$ cat src/rtl/sd_sector_arbiter.sv
// Two-requester round-robin arbiter sharing one user_io SD sector channel.
// Optional GRANT-phase ack timeout enabled by defining SD_ARB_TIMEOUT_EN.
module sd_sector_arbiter #(
  parameter int unsigned ACK_TIMEOUT = 50000
) (
  input  logic        clk_sys,
  input  logic        reset_n,
  input  logic [1:0]  req_rd,
  input  logic [1:0]  req_wr,
  input  logic [31:0] req_lba0,
  input  logic [31:0] req_lba1,
  input  logic [7:0]  req_din0,
  input  logic [7:0]  req_din1,
  output logic [1:0]  req_done,
  output logic [1:0]  req_err,
  output logic [1:0]  req_grant,
  output logic [1:0]  req_dout_strobe,
  output logic [1:0]  req_din_strobe,
  output logic [31:0] sd_lba,
  output logic        sd_rd,
  output logic        sd_wr,
  input  logic        sd_ack,
  input  logic        sd_dout_strobe,
  input  logic        sd_din_strobe,
  output logic [7:0]  sd_din
);

  typedef enum logic [1:0] {IDLE, GRANT, XFER, DONE} state_t;

  state_t      state, state_nxt;
  logic [1:0]  grant_q, grant_nxt;
  logic [1:0]  done_q, done_nxt;
  logic        last_q, last_nxt;
  logic        rd_q, rd_nxt;
  logic        wr_q, wr_nxt;
  logic [31:0] lba_q, lba_nxt;
  logic [1:0]  pending;
  logic        win;

`ifdef SD_ARB_TIMEOUT_EN
  localparam int unsigned TO_W = (ACK_TIMEOUT > 1) ? $clog2(ACK_TIMEOUT) : 1;
  localparam logic [TO_W-1:0] TO_LAST = TO_W'(ACK_TIMEOUT - 1);

  logic [TO_W-1:0] to_cnt, to_cnt_nxt;
  logic [1:0]      err_q, err_nxt;
`else
  // Without the timeout the parameter only documents the interface.
  if (ACK_TIMEOUT == 0) begin : g_timeout_unused
  end
`endif

  assign pending = req_rd | req_wr;

  // last_q holds the index of the requester served most recently.
  always_comb begin
    if (pending == 2'b11) win = ~last_q;
    else                  win = pending[1];
  end

  always_comb begin
    state_nxt = state;
    grant_nxt = grant_q;
    done_nxt  = '0;
    last_nxt  = last_q;
    rd_nxt    = rd_q;
    wr_nxt    = wr_q;
    lba_nxt   = lba_q;
`ifdef SD_ARB_TIMEOUT_EN
    err_nxt    = '0;
    to_cnt_nxt = '0;
`endif
    case (state)
      IDLE: begin
        // A done pulse still visible in IDLE (timeout abort) acts as turnaround.
        if ((pending != 2'b00) && (done_q == 2'b00)) begin
          grant_nxt = win ? 2'b10 : 2'b01;
          lba_nxt   = win ? req_lba1 : req_lba0;
          wr_nxt    = req_wr[win];
          rd_nxt    = req_rd[win] & ~req_wr[win];
          state_nxt = GRANT;
        end
      end
      GRANT: begin
        if (sd_ack) begin
          rd_nxt    = 1'b0;
          wr_nxt    = 1'b0;
          state_nxt = XFER;
        end
`ifdef SD_ARB_TIMEOUT_EN
        else if (to_cnt == TO_LAST) begin
          rd_nxt    = 1'b0;
          wr_nxt    = 1'b0;
          done_nxt  = grant_q;
          err_nxt   = grant_q;
          grant_nxt = '0;
          last_nxt  = grant_q[1];
          state_nxt = IDLE;
        end else begin
          to_cnt_nxt = to_cnt + 1'b1;
        end
`endif
      end
      XFER: begin
        if (!sd_ack) begin
          done_nxt  = grant_q;
          state_nxt = DONE;
        end
      end
      DONE: begin
        grant_nxt = '0;
        last_nxt  = grant_q[1];
        state_nxt = IDLE;
      end
      default: state_nxt = IDLE;
    endcase
  end

  always_ff @(posedge clk_sys or negedge reset_n) begin
    if (!reset_n) begin
      state   <= IDLE;
      grant_q <= '0;
      done_q  <= '0;
      last_q  <= 1'b1;
      rd_q    <= 1'b0;
      wr_q    <= 1'b0;
      lba_q   <= '0;
    end else begin
      state   <= state_nxt;
      grant_q <= grant_nxt;
      done_q  <= done_nxt;
      last_q  <= last_nxt;
      rd_q    <= rd_nxt;
      wr_q    <= wr_nxt;
      lba_q   <= lba_nxt;
    end
  end

`ifdef SD_ARB_TIMEOUT_EN
  always_ff @(posedge clk_sys or negedge reset_n) begin
    if (!reset_n) begin
      to_cnt <= '0;
      err_q  <= '0;
    end else begin
      to_cnt <= to_cnt_nxt;
      err_q  <= err_nxt;
    end
  end

  assign req_err = err_q;
`else
  assign req_err = '0;
`endif

  assign req_done        = done_q;
  assign req_grant       = grant_q;
  assign sd_lba          = lba_q;
  assign sd_rd           = rd_q;
  assign sd_wr           = wr_q;
  assign req_dout_strobe = grant_q & {2{sd_dout_strobe}};
  assign req_din_strobe  = grant_q & {2{sd_din_strobe}};
  assign sd_din          = grant_q[1] ? req_din1 :
                           grant_q[0] ? req_din0 : '0;

endmodule

$ cat config.mk
export PLATFORM = sky130hd
export DESIGN_NAME = sd_sector_arbiter
export DESIGN_NICKNAME = d
export VERILOG_FILES = /design/src/rtl/sd_sector_arbiter.sv
export SDC_FILE = /design/constraint.sdc
export NUM_CORES = 1
export LEC_CHECK = 0
export CELL_PAD_IN_SITES_DETAIL_PLACEMENT = 0
export CELL_PAD_IN_SITES_GLOBAL_PLACEMENT = 1
export CORE_MARGIN = 1
export CORE_UTILIZATION = 31
export CTS_CLUSTER_SIZE = 24
export DETAILED_ROUTE_END_ITERATION = 6
export HOLD_SLACK_MARGIN = 0.05
export PLACE_DENSITY = 0.95
export SYNTH_ARGS = -nofsm -noshare
export SYNTH_HDL_FRONTEND = slang
export SYNTH_SLANG_ARGS = --single-unit
export TNS_END_PERCENT = 5
$ cat constraint.sdc
create_clock -name clk_sys -period 4.06 [get_ports clk_sys]
set_clock_uncertainty 0.15 [all_clocks]
set_input_delay 0.406 -clock clk_sys [delete_from_list [all_inputs] [get_ports clk_sys]]
set_output_delay 0.406 -clock clk_sys [all_outputs]
set_load 0.02 [all_outputs]
==> impl_table.tex <==
\begin{tabular}{lr}
\hline
Metric & Value \\
\hline
\multicolumn{2}{l}{\textbf{Outcome}} \\
\quad Result of the run & completed \\
\multicolumn{2}{l}{\textbf{Floorplan}} \\
\quad Overall die area & 0.008142 sq mm \\
\quad Die Wd & 90.24 microns \\
\quad Top-Level Pins & 141 \\
\quad Starting Density & 32.75\% \\
\quad CORE AREA & 0.007370 sq mm \\
\quad Std cell rows & 31 \\
\quad Die Y & 90.24 microns \\
\multicolumn{2}{l}{\textbf{Worst setup path}} \\
\quad Required time at the worst-slack endpoint & 3500 ps \\
\quad Setup Crit Path Kind & reg -> out \\
\quad Crit path DAT & 2120 ps \\
\quad Setup crit start kind & flip-flop \\
\quad Reg2reg setup slack & 1910 ps \\
\quad Element type at the critical path end & primary output \\
\quad Peak fanout along the critical path & 17 \\
\multicolumn{2}{l}{\textbf{Global route}} \\
\quad Busiest layer in global routing & met2 \\
\quad First-pass GRT wire length & 10.11 mm \\
\quad GR Layer Usage met1 & 18.47\% \\
\quad Via count of the first global-routing pass & 2008 \\
\quad Total grt overflow & 0 \\
\quad Antenna violations before repair & 0 \\
\quad Combined global-route utilization of all metal layers & 15.66\% \\
\quad Largest net degree at the start of global routing & 42 \\
\quad Met3 routing resource usage after global routing & 5.161\% \\
\quad Met2 capacity usage during global routing & 27.35\% \\
\multicolumn{2}{l}{\textbf{Synth}} \\
\quad Count of different cell masters after synthesis & 39 \\
\quad Synthesized flop and latch total & 41 \\
\quad Post-synth EDFFs & 0 \\
\quad Synthesized instance count & 180 \\
\quad Sequential element share of the synthesized area & 42.56\% \\
\quad Synthesis Warnings & 0 \\
\quad Fraction of registers with async set/reset & 100.0\% \\
\quad Ys flop type & sky130\_fd\_sc\_hd\_\_dfrtp\_1 \\
\quad Average size of a mapped cell & 13.41 sq um \\
\quad Cell area after technology mapping & 0.002414 sq mm \\
\multicolumn{2}{l}{\textbf{Timing}} \\
\quad Remaining max-slew budget at the tightest pin & 37.45\% \\
\quad Crit share post-route & 65.90\% \\
\quad Minimum period implied by the final worst setup slack & 2675 ps \\
\quad Unrepaired setup endpoints after global routing & false \\
\quad Tightest Pin Transition & 938.2 ps \\
\quad Fin. max-slew vios & 0 \\
\quad Setup TNS & 0 ps \\
\quad Worst hold slack across all endpoints & 106.8 ps \\
\quad Max Freq & 373.8 MHz \\
\quad Setup-failing EPs final & 0 \\
\quad Final Hold Vio Count & 0 \\
\multicolumn{2}{l}{\textbf{CTS}} \\
\quad Total of cells resized after clock tree synthesis & 0 \\
\quad Worst-Skew Late Latency & 280 ps \\
\quad Hold Buf Count CTS & 0 \\
\quad CTS H-tree lvls & 2 \\
\quad Post-CTS clock slew at the launch and capture registers of the worst setup and hold paths & 80 ps \\
\quad TritonCTS clock tree & built \\
\quad Buffers inserted by post-CTS timing repair & 0 \\
\quad Clock Tree Root & sky130\_fd\_sc\_hd\_\_clkbuf\_8 \\
\quad CTS buffer count & 5 \\
\quad CTS sink count & 41 \\
\quad Buffer depth of the longest clock path & 2 \\
\multicolumn{2}{l}{\textbf{Routing}} \\
\quad DRC viols & 0 \\
\quad Antenna viol nets, final & 0 \\
\quad Drt pass-1 iters & 4 \\
\quad Post-Route WL & 6.200 mm \\
\quad Average wire length per cell after detail routing & 14.90 microns \\
\quad Via density & 4.731 \\
\quad First-iteration detailed-routing DRC count & 59 \\
\quad Vias after detailed routing & 1968 \\
\multicolumn{2}{l}{\textbf{Worst hold path}} \\
\quad Hold WC Path Type & in -> async \\
\multicolumn{2}{l}{\textbf{Flow run}} \\
\quad Max cap viols & 0 \\
\multicolumn{2}{l}{\textbf{Power}} \\
\quad Overall power & 2.809 mW \\
\quad Pwr per Cell Area & 708.1 mW/mm\^{}2 \\
\quad Peak VDD IR & 0.3005 mV \\
\quad Leak pwr & 1.667 nW \\
\multicolumn{2}{l}{\textbf{Final layout}} \\
\quad Post-layout net count & 410 \\
\quad Diode insertion count for antenna repair & 0 \\
\quad Fraction of final layout cells sized beyond drive strength 1 & 25.87\% \\
\quad Area growth from synthesis to final layout & 64.39\% \\
\multicolumn{2}{l}{\textbf{Place}} \\
\quad Final Wtd Congestion & 0.7368 \\
\quad Half-perimeter wire length after detailed placement & 4.843 mm \\
\quad I/O Buffers & 138 \\
\hline
\end{tabular}
[worst max-delay path, stage by stage, from the launching register on]
cell	delay [ps]
sky130_fd_sc_hd__dfrtp_1	570
sky130_fd_sc_hd__nor2b_1	450
sky130_fd_sc_hd__a22o_1	220
sky130_fd_sc_hd__clkdlybuf4s50_1	600
[per-stage QoR]
stage,area (sq um),util [%],instances,worst slack (ps)
6_report,3968,53.84,416,1385
5_1_grt,3968,53.84,416,1173
4_1_cts,3968,53.84,416,1356
3_5_place_dp,3851,52.26,408,1318
3_3_place_gp,3851,52.26,408,1348
2_1_floorplan,2417,-,181,2263
[area by class of cell]
| cell class | instances | area, sq um |
|---|---|---|
| inverters | 3 | 11.26 |
| fillers | 647 | 3402 |
| repair buffers | 139 | 1396 |
| clock inverters | 1 | 30.03 |
| multi-input cells | 126 | 1292 |
| clock buffers | 7 | 86.33 |
| flip-flops and latches | 41 | 1027 |
| well taps | 99 | 123.9 |
[registers in the layout, indices dropped and copies added, names as in the netlist]
signal and count:
last_q 1, sd_lba 32, req_grant 2, state 2, sd_wr 1, sd_rd 1
req_done 2
[cell families (layout without fill, tap and decap cells)]
| logic type | Yosys count | in the layout | synth area share [%] |
|---|---|---|---|
| other | 1 | 2 | 0.1554 |
| AND/OR/NAND/NOR | 27 | 27 | 7.154 |
| multiplexers | 66 | 66 | 35.15 |
| adder cells (fa/ha/maj) | 5 | 5 | 2.592 |
| flip-flops | 41 | 41 | 42.56 |
| AO/OA/AOI/OAI | 26 | 26 | 8.035 |
| buffers and inverters | 14 | 150 | 4.354 |
[routing by layer]
metal  routed length, microns  part of all wire (%)
met3                      479                   7.7
met1                     2441                    39
met2                     3236                    52
met4                       44                  0.71
met5                        0                     0
[power breakdown]
group	total (mW)	switching [mW]	leakage (nW)	internal (mW)
combinational	1.70	0.761	1.12	0.943
clock	0.337	0.137	0.0585	0.201
sequential	0.768	0.146	0.486	0.622
total	2.81	1.04	1.67	1.76
[worst paths after layout]
check,startpoint,to,depth (start not counted)
max in group asynchronous,reset_n,req_done[0],1
min reg2reg,sd_lba[18],sd_lba[18],1
min in group clk_sys,sd_lba[18],sd_lba[18],1
max reg2reg,last_q,sd_lba[3],5
max,req_grant[1],sd_din[5],3
min,reset_n,sd_lba[21],1
[cells in the mapped netlist, types with 2 or more instances]
library cell	count	area share, %
sky130_fd_sc_hd__and2_1	4	1.0
sky130_fd_sc_hd__a31oi_1	2	0.52
sky130_fd_sc_hd__a21oi_1	4	0.83
sky130_fd_sc_hd__nand3_1	3	0.62
sky130_fd_sc_hd__nand2_1	8	1.2
sky130_fd_sc_hd__buf_6	6	2.8
sky130_fd_sc_hd__a211oi_1	2	0.62
sky130_fd_sc_hd__a22o_1	7	2.5
sky130_fd_sc_hd__inv_1	3	0.47
sky130_fd_sc_hd__dfrtp_1	40	41
sky130_fd_sc_hd__buf_4	2	0.62
sky130_fd_sc_hd__ha_1	5	2.6
sky130_fd_sc_hd__mux2_4	28	17
sky130_fd_sc_hd__nor2b_1	2	0.52
sky130_fd_sc_hd__clkbuf_1	2	0.31
sky130_fd_sc_hd__and3b_1	2	0.73
sky130_fd_sc_hd__mux2_2	38	18
[placed cells by master, fill, tap and decap left out, types with 3 or more instances in the layout]
cell / netlist / routed
sky130_fd_sc_hd__a21oi_1: 4 / 4
sky130_fd_sc_hd__dfrtp_1: 40 / 40
sky130_fd_sc_hd__nand2_1: 8 / 8
sky130_fd_sc_hd__clkdlybuf4s50_1: 0 / 137
sky130_fd_sc_hd__a22o_1: 7 / 7
sky130_fd_sc_hd__nand3_1: 3 / 3
sky130_fd_sc_hd__mux2_4: 28 / 28
sky130_fd_sc_hd__and2_1: 4 / 4
sky130_fd_sc_hd__clkbuf_8: 0 / 6
sky130_fd_sc_hd__ha_1: 5 / 5
sky130_fd_sc_hd__inv_1: 3 / 3
sky130_fd_sc_hd__mux2_2: 38 / 38
Note: power is estimated with default switching activity, not from simulation.
